===== src/rtl/lsu_model_pkg.sv =====
// Shared types and sizing helpers for the LSU issue-side handshake model.
// Holds the load FSM state encoding, the default store depth and pointer/count widths.
package lsu_model_pkg;

    typedef enum logic {
        LD_IDLE    = 1'b0,
        LD_PENDING = 1'b1
    } ld_state_e;

    localparam int unsigned STORE_DEPTH_DEF = 2;

    // A single-entry queue still needs a 1-bit pointer.
    function automatic int unsigned ptr_w(input int unsigned depth);
        return (depth <= 2) ? 1 : $clog2(depth);
    endfunction

    function automatic int unsigned cnt_w(input int unsigned depth);
        return $clog2(depth + 1);
    endfunction

endpackage


===== src/rtl/lsu_store_queue.sv =====
// Circular FIFO of outstanding store addresses; push/pop take effect at the clock edge, state visible next cycle.
// No internal backpressure: push is ignored when full unless paired with a pop; pop is ignored when empty.
module lsu_store_queue
    import lsu_model_pkg::*;
#(
    parameter int unsigned DEPTH  = STORE_DEPTH_DEF,
    parameter int unsigned ADDR_W = 32,
    localparam int unsigned PTR_W = ptr_w(DEPTH),
    localparam int unsigned CNT_W = cnt_w(DEPTH)
) (
    input  logic              clk_i,
    input  logic              rst_i,
    input  logic              push,
    input  logic              pop,
    input  logic [ADDR_W-1:0] push_addr,
    output logic              full,
    output logic              empty,
    output logic [CNT_W-1:0]  count
);

    logic [ADDR_W-1:0] mem_q [DEPTH];
    logic [ADDR_W-1:0] mem_d [DEPTH];
    logic [PTR_W-1:0]  head_q, head_d;
    logic [PTR_W-1:0]  tail_q, tail_d;
    logic [CNT_W-1:0]  count_q, count_d;
    logic              push_ok;
    logic              pop_ok;

    function automatic logic [PTR_W-1:0] ptr_inc(input logic [PTR_W-1:0] p);
        return (p == PTR_W'(DEPTH - 1)) ? '0 : p + 1'b1;
    endfunction

    assign full  = (count_q == CNT_W'(DEPTH));
    assign empty = (count_q == '0);
    assign count = count_q;

    always_comb begin
        pop_ok  = pop && !empty;
        push_ok = push && (!full || pop_ok);
        mem_d   = mem_q;
        head_d  = head_q;
        tail_d  = tail_q;
        count_d = count_q;
        if (push_ok) begin
            mem_d[tail_q] = push_addr;
            tail_d        = ptr_inc(tail_q);
        end
        if (pop_ok) begin
            head_d = ptr_inc(head_q);
        end
        case ({push_ok, pop_ok})
            2'b10:   count_d = count_q + CNT_W'(1);
            2'b01:   count_d = count_q - CNT_W'(1);
            default: count_d = count_q;
        endcase
    end

    always_ff @(posedge clk_i) begin
        if (rst_i) begin
            mem_q   <= '{default: '0};
            head_q  <= '0;
            tail_q  <= '0;
            count_q <= '0;
        end else begin
            mem_q   <= mem_d;
            head_q  <= head_d;
            tail_q  <= tail_d;
            count_q <= count_d;
        end
    end

endmodule


===== config.mk =====
export PLATFORM = sky130hd
export DESIGN_NAME = lsu_store_queue
export DESIGN_NICKNAME = d
export VERILOG_FILES = /design/src/rtl/lsu_model_pkg.sv /design/src/rtl/lsu_store_queue.sv
export SDC_FILE = /design/constraint.sdc
export NUM_CORES = 1
export LEC_CHECK = 0
export CORE_AREA = 2 2 39 41
export CTS_BUF_LIST = sky130_fd_sc_hd__clkbuf_8
export CTS_CLUSTER_SIZE = 14
export DETAILED_ROUTE_END_ITERATION = 6
export DIE_AREA = 0 0 41 43
export PLACE_DENSITY = 0.63
export SYNTH_ARGS = -nofsm -noshare
export SYNTH_HDL_FRONTEND = slang
export SYNTH_SLANG_ARGS = --single-unit

===== constraint.sdc =====
create_clock -name clk_i -period 0.8 [get_ports clk_i]
set_input_delay 0.16 -clock clk_i [delete_from_list [all_inputs] [get_ports clk_i]]
set_output_delay 0.16 -clock clk_i [all_outputs]
set_load 0.005 [all_outputs]

==> key figures <==
Final layout
  • Final nets: 66
  • Max reg flops: 2
  • Share of cells above drive strength 1: a little over half
  • Fillers: about 160
  • N_diodes: 0
  • Area growth from synthesis to layout: 121.2%

Pwr
  • Pleak: 0.1187 nW
  • Cell area power density: 2150 mW/mm^2
  • Peak supply drop: 0.0007299 V

CTS
  • Clock sink total: 2
  • CTS tree: yes
  • Skew-Pair Late Insertion Delay: 0.21 ns
  • TritonCTS buffer count: 3
  • Worst-path clk slew: approximately 0.030 ns
  • CTS Hold Bufs: 0
  • H-tree levels: 1
  • Clock Tree Buf Depth: 2
  • Root Driver: clkbuf_8

Outcome
  • Failing checks: setup timing
  • Outcome: finished with violations

Floorplanning
  • Ports: 40
  • Die area: 0.001763 mm^2
  • Row cnt: 14
  • Die H: 43 um
  • Die W: 41 um
  • Initial Util: 8.951%
  • Core area: between 0.001 and 0.0015 mm^2

Critical path
  • Reg2Reg Setup Slack: -0.06 ns
  • CP bufs+invs: 1
  • Slowest stage delay, CP: 0.33 ns
  • Worst EP required: about 0.64 ns
  • Worst r2r src: count[1]
  • CP top delay family: flip-flops
  • Worst Setup End Kind: output pin
  • Critical path cell sequence: nor2b_1 > buf_2
  • Crit Path Class: register to output pin
  • Worst-path fanout max: 3
  • Slowest cell on crit path: dfxtp_2
  • R2R Path End: count[1]
  • Worst endpoint data arrival time: roughly 0.77 ns
  • R2R depth: 4
  • CP Launch Type: register

Yosys
  • Mux contribution to synthesized area: 8.081%
  • Synth warn: 0
  • Compound-Gate Fraction of Synth Area: 18.18%
  • Adder-Cell Fraction of Synth Area: 0%
  • Part of the Yosys area used for sequential elements: 32.32%
  • Syn_nets: 51
  • Avg Synthesized Cell Area: 8.258 um^2
  • Largest family of logic cells by synthesized area: simple AND/OR/NAND/NOR gates
  • Simple-gate portion of the synthesized area: 34.34%
  • Yosys top cell by area: dfxtp_1
  • Xor/xnor share of the synthesized area: under 10%
  • Synth Register Bits: 2
  • Synth area leaders: dfxtp_1 (32%), a21oi_1 (12%), mux2i_1 (8.1%), nor3_2 (8.1%), nor2b_2 (7.1%)
  • Post-synthesis cell type count: 11
  • Post-Syn Instances: 15
  • Mapped Area: about 120 um^2
  • Post-synth top area share: 32.32%

GRT
  • Grt ovf: 0
  • GRT Overall Usage: 5.411%
  • Vias in the first global route: 148
  • Initial antenna violation count: 0
  • Largest net degree at the start of global routing: 6
  • First-pass GRT wire length: ~550 um

STA
  • Hold slack: 0.5177 ns
  • Setup slack after layout: -0.1260 ns
  • Worst-margin pin slew: roughly 0.16 ns
  • Setup Skew: between 0.0007 and 0.0008 ns
  • RSZ-0062 raised after global routing: yes
  • Final Hold Viols: 0
  • Crit share post-route: 115.7%
  • Final Critical Period: 0.9260 ns
  • Worst slew margin: 88.98%
  • Final setup viols: 6
  • Pins Over Slew Limit: 0
  • Fmax: ~1100 MHz

Hold path
  • WHS Endpoint: count[0]
  • Worst Hold Class: input pin to register
  • Worst Hold Depth: 4
  • Hold Startpoint: push

Drt
  • Drt pass-1 iters: 2
  • Vias: between 150 and 200
  • DR DRC count: 0
  • Initial drt markers: 1
  • Vias/cell: 3.455
  • Routed WL: 326 um
  • Final ANT Viol Nets: 0
  • Wire per inst: approximately 7.4 um

Place
  • Gpl congestion: between 0.6 and 0.7
  • DP Worst Slack: -0.4342 ns
  • Port-buffer cells: 7

Flow run
  • Max-Cap Viols: 0
## routing by layer
layer  GRT usage (%)  up-vias  routed length [um]  share of wire [%]
met5               0        -                   0                  0
met4           6.000        0                  10                3.1
met3           5.759        2                  56                 17
met2           5.938        9                 136                 42
met1           4.792       62                 122                 37
li1                -       79                   -                  -
## layout by cell type (no fill, tap or decap), types with 2 or more instances in the layout
cell,synthesis,final
a21oi_1,3,3
buf_2,0,3
buf_6,0,3
clkbuf_8,0,3
dfxtp_2,0,2
dlygate4sd2_1,0,2
## how the worst max path moves through the flow
| stage | cells after the start | slack (ns) | start | end |
|---|---|---|---|---|
| 3_3_place_gp | 4 | -0.41 | push | count[1] |
| 2_1_floorplan | 3 | 0.01 | count[1] | count[1] |
| 3_5_place_dp | 4 | -0.43 | push | count[1] |
| 5_1_grt | 2 | -0.16 | count[1] | full |
| 6_report | 2 | -0.13 | count[1] | full |
| 4_1_cts | 2 | -0.14 | count[1] | full |
## cells by family after synthesis
kind of cell	Yosys count
and+or+nand+nor	7
AOI/OAI and AO/OA	4
DFF	2
xor gates and xnor gates	1
muxes	1
## area by class of cell
class / count / area [um^2] / area share [%]
Multi-Input combinational cell: 13 / 86.33 / 31.51
Tap cell: 16 / 20.02 / 7.306
Clock buffer: 3 / 41.29 / 15.07
Sequential cell: 2 / 42.54 / 15.53
Timing Repair Buffer: 10 / 83.83 / 30.59
## synthesized netlist by cell type
cell type / number
o21a_1: 1
a21oi_1: 3
nor3_2: 1
nor2b_1: 1
dfxtp_1: 2
xor2_1: 1
nor2b_2: 1
mux2i_1: 1
nand2_1: 1
nor2_1: 2
nand2b_1: 1
## worst register-to-register path, cell delays in order, from the launching register on
cell and delay, ns:
dfxtp_2 0.32, buf_6 0.12, buf_6 0.11, mux2i_1 0.15, nor3_2 0.05
## stage by stage
step | cells | util, % | setup TNS, ns | instance area [um^2] | total power, mW
after floorplan | 15 | - | 0 | 123.9 | 0.1486
after global placement | 40 | 16.55 | -1.934 | 229.0 | 0.2077
after detailed placement | 40 | 16.55 | -1.956 | 229.0 | 0.2090
after CTS | 44 | 19.80 | -0.4819 | 274.0 | 0.6017
after global routing | 44 | 19.80 | -0.6609 | 274.0 | 0.6169
final | 44 | 19.80 | -0.4580 | 274.0 | 0.5890
## power breakdown
group	leakage [nW]	switching (mW)	internal [mW]
clock network	0.0216	0.0722	0.317
registers	0.0172	0.00641	0.109
logic	0.0799	0.0349	0.0491
total	0.119	0.114	0.476
## what timing repair did
action	CTS	global route
cloned	0	0
pin swaps	1	1
buffers inserted	1	0
hold endpoints to repair	0	0
endpoints found under the setup margin	6	6
resized for setup	24	0
(Power assumes the default switching activity.)
